$ cat config.mk
export PLATFORM = sky130hd
export DESIGN_NAME = hir_memref_responder
export DESIGN_NICKNAME = d
export VERILOG_FILES = /design/src/rtl/hir_memref_responder.sv
export SDC_FILE = /design/constraint.sdc
export NUM_CORES = 2
export LEC_CHECK = 0
export CORE_UTILIZATION = 25
export CTS_CLUSTER_SIZE = 30
export DETAILED_ROUTE_END_ITERATION = 12
export PLACE_DENSITY = 0.49
export SLEW_MARGIN = 40
export SYNTH_ARGS = -nofsm -noshare
export SYNTH_HDL_FRONTEND = slang
export SYNTH_SLANG_ARGS = --single-unit
$ cat constraint.sdc
create_clock -name clk -period 4.4 [get_ports clk]
set_clock_uncertainty 0.2 [all_clocks]
set_input_delay 1.32 -clock clk [delete_from_list [all_inputs] [get_ports clk]]
set_output_delay 1.32 -clock clk [all_outputs]
set_load 0.02 [all_outputs]
$ cat src/rtl/hir_memref_responder.sv
// Responder end of the HIR memref read/write port: zeroes its storage after reset,
// then serves one read and one write per cycle with a fixed-latency read pipeline.
module hir_memref_responder #(
    parameter int DEPTH      = 64,
    parameter int ADDR_W     = 6,
    parameter int WIDTH      = 32,
    parameter int RD_LATENCY = 1
) (
    input  logic              clk,
    input  logic              rst_n,
    input  logic [ADDR_W-1:0] rd_addr,
    input  logic              rd_en,
    output logic [WIDTH-1:0]  rd_data,
    output logic              rd_valid,
    input  logic [ADDR_W-1:0] wr_addr,
    input  logic              wr_en,
    input  logic [WIDTH-1:0]  wr_data,
    output logic              busy,
    output logic              access_err,
    output logic [15:0]       rd_count,
    output logic [15:0]       wr_count,
    output logic              fsm_state
);

    typedef enum logic {
        CLEAR = 1'b0,
        SERVE = 1'b1
    } state_t;

    state_t            state;
    logic [ADDR_W-1:0] clr_ptr;
    logic [WIDTH-1:0]  mem [DEPTH];
    logic              rd_acc;
    logic              wr_acc;

    // Read pipeline; data in a stage only moves when a valid word moves, so the
    // last stage holds the most recent response between responses.
    logic              pv [RD_LATENCY];
    logic [WIDTH-1:0]  pd [RD_LATENCY];

    assign rd_acc    = (state == SERVE) && rd_en;
    assign wr_acc    = (state == SERVE) && wr_en;
    assign fsm_state = state;
    assign rd_valid  = pv[RD_LATENCY-1];
    assign rd_data   = pd[RD_LATENCY-1];

    always_ff @(posedge clk) begin
        if (!rst_n) begin
            state      <= CLEAR;
            clr_ptr    <= '0;
            busy       <= 1'b1;
            access_err <= 1'b0;
            rd_count   <= 16'd0;
            wr_count   <= 16'd0;
        end else begin
            case (state)
                CLEAR: begin
                    clr_ptr <= clr_ptr + 1'b1;
                    if (rd_en || wr_en)
                        access_err <= 1'b1;
                    if (clr_ptr == ADDR_W'(DEPTH - 1)) begin
                        state <= SERVE;
                        busy  <= 1'b0;
                    end
                end
                SERVE: begin
                    if (rd_acc && rd_count != 16'hFFFF)
                        rd_count <= rd_count + 16'd1;
                    if (wr_acc && wr_count != 16'hFFFF)
                        wr_count <= wr_count + 16'd1;
                end
                default: begin
                    state <= CLEAR;
                    busy  <= 1'b1;
                end
            endcase
        end
    end

    // Storage has no reset of its own; CLEAR is the only thing that zeroes it.
    always_ff @(posedge clk) begin
        if (rst_n) begin
            if (state == CLEAR)
                mem[clr_ptr] <= '0;
            else if (wr_acc)
                mem[wr_addr] <= wr_data;
        end
    end

    // Reading mem here sees the pre-edge word, giving read-first behaviour.
    always_ff @(posedge clk) begin
        if (!rst_n) begin
            for (int i = 0; i < RD_LATENCY; i++) begin
                pv[i] <= 1'b0;
                pd[i] <= '0;
            end
        end else begin
            pv[0] <= rd_acc;
            if (rd_acc)
                pd[0] <= mem[rd_addr];
            for (int i = 1; i < RD_LATENCY; i++) begin
                pv[i] <= pv[i-1];
                if (pv[i-1])
                    pd[i] <= pd[i-1];
            end
        end
    end

endmodule

==> summary.txt <==
Place
  • PortBufs: roughly 120
  • RePlAce Congestion: between 0.7 and 0.8
  • Post-DP HPWL: between 100,000 and 150,000 µm

Clock network
  • CTS tree: done
  • Worst skew pair latency: about 0.87 ns
  • Root cell of the clock tree: clkbuf_16
  • Post-CTS Hold Fix Bufs: 0
  • Post-CTS setup buffers: 0
  • Clock sink count: between 2k and 2.5k
  • Num CTS Buffers: between 200 and 250
  • Clock slew at reported path FFs: 0.06 ns
  • Bufs on Longest Clock Path: 4
  • Number of gates resized after cts: 0
  • # H-tree levels: 4

Global routing
  • GR Overflow Total: 0
  • Vias in the first global route: 40.4k
  • Largest net degree at the start of global routing: 65
  • First-pass GRT wire length: between 300,000 and 400,000 µm
  • Gr usage total: 13.6%
  • Initial antenna violation count: 16

Routing
  • 1st-iter DRT viols: around 4.0k
  • Drt first pass iters: 5
  • Residual DRC count: 0
  • Vias: ~39k
  • Routed Antenna Nets: 0
  • Via/cell ratio: 4.54
  • WL final: between 200,000 and 250,000 µm
  • WL per Instance: 26.3 µm

Synth
  • FF+latch count, synth: 2,122
  • Top_reg_cell synth: edfxtp_1
  • Post-Syn Nets: roughly 3.7k
  • Post-synth cell types: 53
  • Ys async rst share: 0%
  • Sequential area share after synthesis: 77.3%
  • Cells after synthesis: about 3.6k
  • Number of synthesis warnings: 0
  • Post-synth EDFFs: around 2.1k
  • Synth Cell Area: 0.0819 mm²
  • Mapped Avg Cell Area: between 20 and 25 µm²

Power
  • Power, Total: 41,600 µW
  • Worst IR Drop VDD: roughly 0.28 mV
  • PD cells: just over 400 mW/mm²
  • Pleak: ~0.035 µW

Timing
  • Relative slew slack: 41.5%
  • RSZ-0062 raised after global routing: no
  • Final count of hold timing violations: 0
  • Minimum clock period: approximately 4.0 ns
  • Fmax achieved: 251 MHz
  • Pins over their slew limit: 0
  • Worst hold slack: 0.278 ns
  • Worst-Margin Slew: between 0.8 and 0.9 ns
  • Final Setup Violations: 0
  • Period utilization: a little over 90%

Worst setup path
  • Setup CP Type: primary input to flip-flop
  • Worst endpoint required time: around 4.8 ns
  • Crit path max fanout: 13
  • Worst Path Arrival: ~4.3 ns
  • CP Launch Type: primary input
  • Crit end category: flip-flop

Final layout
  • Fillers: 31.1k
  • Area grow syn2layout: 22.2%
  • Net count reported at finish: around 4.2k
  • Share of cells above drive strength 1: ~32%

Floorplanning
  • Die X: 574 µm
  • Die ar.: between 0.3 and 0.4 mm²
  • Core area: 0.325 mm²
  • I/O pin count: between 100 and 150
  • Cell row count: ~210
  • Die Y: 574 µm
  • Starting Density: between 20% and 30%

Run status
  • Run status: complete, no violations

Flow run
  • Max_cap viols: 0

Min path
  • Hold WC Path Type: flip-flop to flip-flop
path summary, 6_finish.rpt:
kind                            startpoint          to  slack (ns)  cells after the start
worst max register to register   fsm_state  mem[5][17]        1.07                      8
worst min register to register        busy        busy        0.28                      2
worst min-delay path                  busy        busy        0.28                      2
worst max-delay path                 rst_n  mem[5][17]        0.42                      9
kinds of logic (layout without fill, tap and decap cells):
| group | count (synthesis) | in the layout | synth area share, % |
|---|---|---|---|
| other | 0 | 5 | 0 |
| adders and majority gates | 3 | 3 | 0.0458 |
| xor gates and xnor gates | 29 | 29 | 0.310 |
| DFF | 2122 | 2122 | 77.3 |
| muxes | 742 | 742 | 17.7 |
| and+or+nand+nor | 379 | 379 | 2.21 |
| buffers and inverters | 189 | 913 | 1.37 |
| AOI/OAI and AO/OA | 139 | 139 | 1.10 |
through the flow:
step	instances	setup slack, ns	area (µm²)	TNS [ns]	utilization (%)
4_1_cts	8652	0.524	100000	0	30.8
2_1_floorplan	3603	-0.219	81900	-304.31	-
6_report	8657	0.416	100000	0	30.8
5_1_grt	8653	0.460	100000	0	30.8
3_3_place_gp	8260	-0.686	93200	-119.42	28.7
3_5_place_dp	8261	-0.326	93300	-104.41	28.7
registers in the layout (all words and copies together) (netlist names):
| signal | flops |
|---|---|
| fsm_state | 1 |
| pv | 1 |
| clr_ptr | 6 |
| pd | 32 |
| busy | 1 |
| mem | 2048 |
| rd_count | 16 |
| wr_count | 16 |
| access_err | 1 |
layout by cell type (no fill, tap or decap), types with 6 or more instances in the layout:
| cell | n |
|---|---|
| a21oi_1 | 26 |
| a22oi_1 | 8 |
| a31oi_1 | 11 |
| and2_2 | 32 |
| and3_1 | 8 |
| buf_12 | 183 |
| buf_4 | 217 |
| bufinv_16 | 20 |
| clkbuf_1 | 54 |
| clkbuf_16 | 222 |
| clkdlybuf4s50_1 | 110 |
| clkinv_1 | 53 |
| clkinv_2 | 32 |
| dfxtp_1 | 42 |
| edfxtp_1 | 2080 |
| inv_1 | 6 |
| mux2_2 | 26 |
| mux2i_1 | 153 |
| mux4_2 | 563 |
| nand2_1 | 74 |
| nand3_1 | 25 |
| nand4_1 | 9 |
| nor2_1 | 76 |
| nor2_4 | 64 |
| nor2b_1 | 28 |
| nor3_1 | 11 |
| nor4_1 | 9 |
| nor4_2 | 6 |
| o211ai_1 | 18 |
| o21ai_0 | 18 |
| o21ai_1 | 7 |
| o22ai_1 | 17 |
| or3_1 | 8 |
| xnor2_1 | 14 |
| xor2_1 | 15 |
layout make-up:
class,count,area (µm²),share of cell area [%]
clock inverters,115,1080,1.07
diodes,5,12.5,0.0125
well taps,4325,5410,5.40
repair buffers,515,6460,6.45
inverters,7,26.3,0.0262
multi-input cells,1292,18100,18.1
flip-flops and latches,2122,63300,63.2
clock buffers,276,5760,5.75
per-layer routing:
layer	up-vias	global-route usage, %	wire, µm
met5	-	0	52
met4	8	2.93	4150
met3	255	3.09	16800
met2	1217	21.2	105000
met1	21500	19.3	101000
li1	16400	-	-
Yosys cell counts (4+ instances only):
library cell	number	area, µm²
buf_1	10	37.5
or3_1	8	50.1
a221oi_1	5	43.8
xor2_1	15	131
a21oi_1	26	130
a22oi_1	8	60.1
nand2_1	74	278
o211ai_1	18	135
dfxtp_1	42	841
nand2b_1	6	37.5
a211oi_1	5	37.5
nor3_1	11	55.1
o31ai_1	5	37.5
nor4_1	16	100
o22ai_1	17	106
and2_1	37	231
xnor2_1	14	123
mux2_2	26	293
clkbuf_1	37	139
buf_4	43	323
edfxtp_1	2080	62500
and3_1	9	56.3
nand3b_1	4	30.0
mux4_2	563	12700
a2111oi_0	4	35.0
o21ai_0	18	90.1
nor2_1	140	526
inv_1	6	22.5
mux2i_1	153	1530
nand4_1	9	56.3
buf_2	70	350
a31oi_1	11	68.8
nand3_1	25	125
o21ai_1	8	40.0
buf_6	22	248
nor2b_1	28	175
critical path: stages:
cell and delay, ns:
clkdlybuf4s50_1 0.59, and3_2 0.40, buf_4 0.20, o31ai_1 0.71, buf_4 0.24, nand2_1 0.18, buf_12 0.22, nor2_4 0.25
buf_12 0.20
where the power goes:
part           switching, µW  internal [µW]
clock network           7710          10400
logic                    838            713
registers               36.2          21900
total                   8580          33000
(Power assumes the default switching activity.)
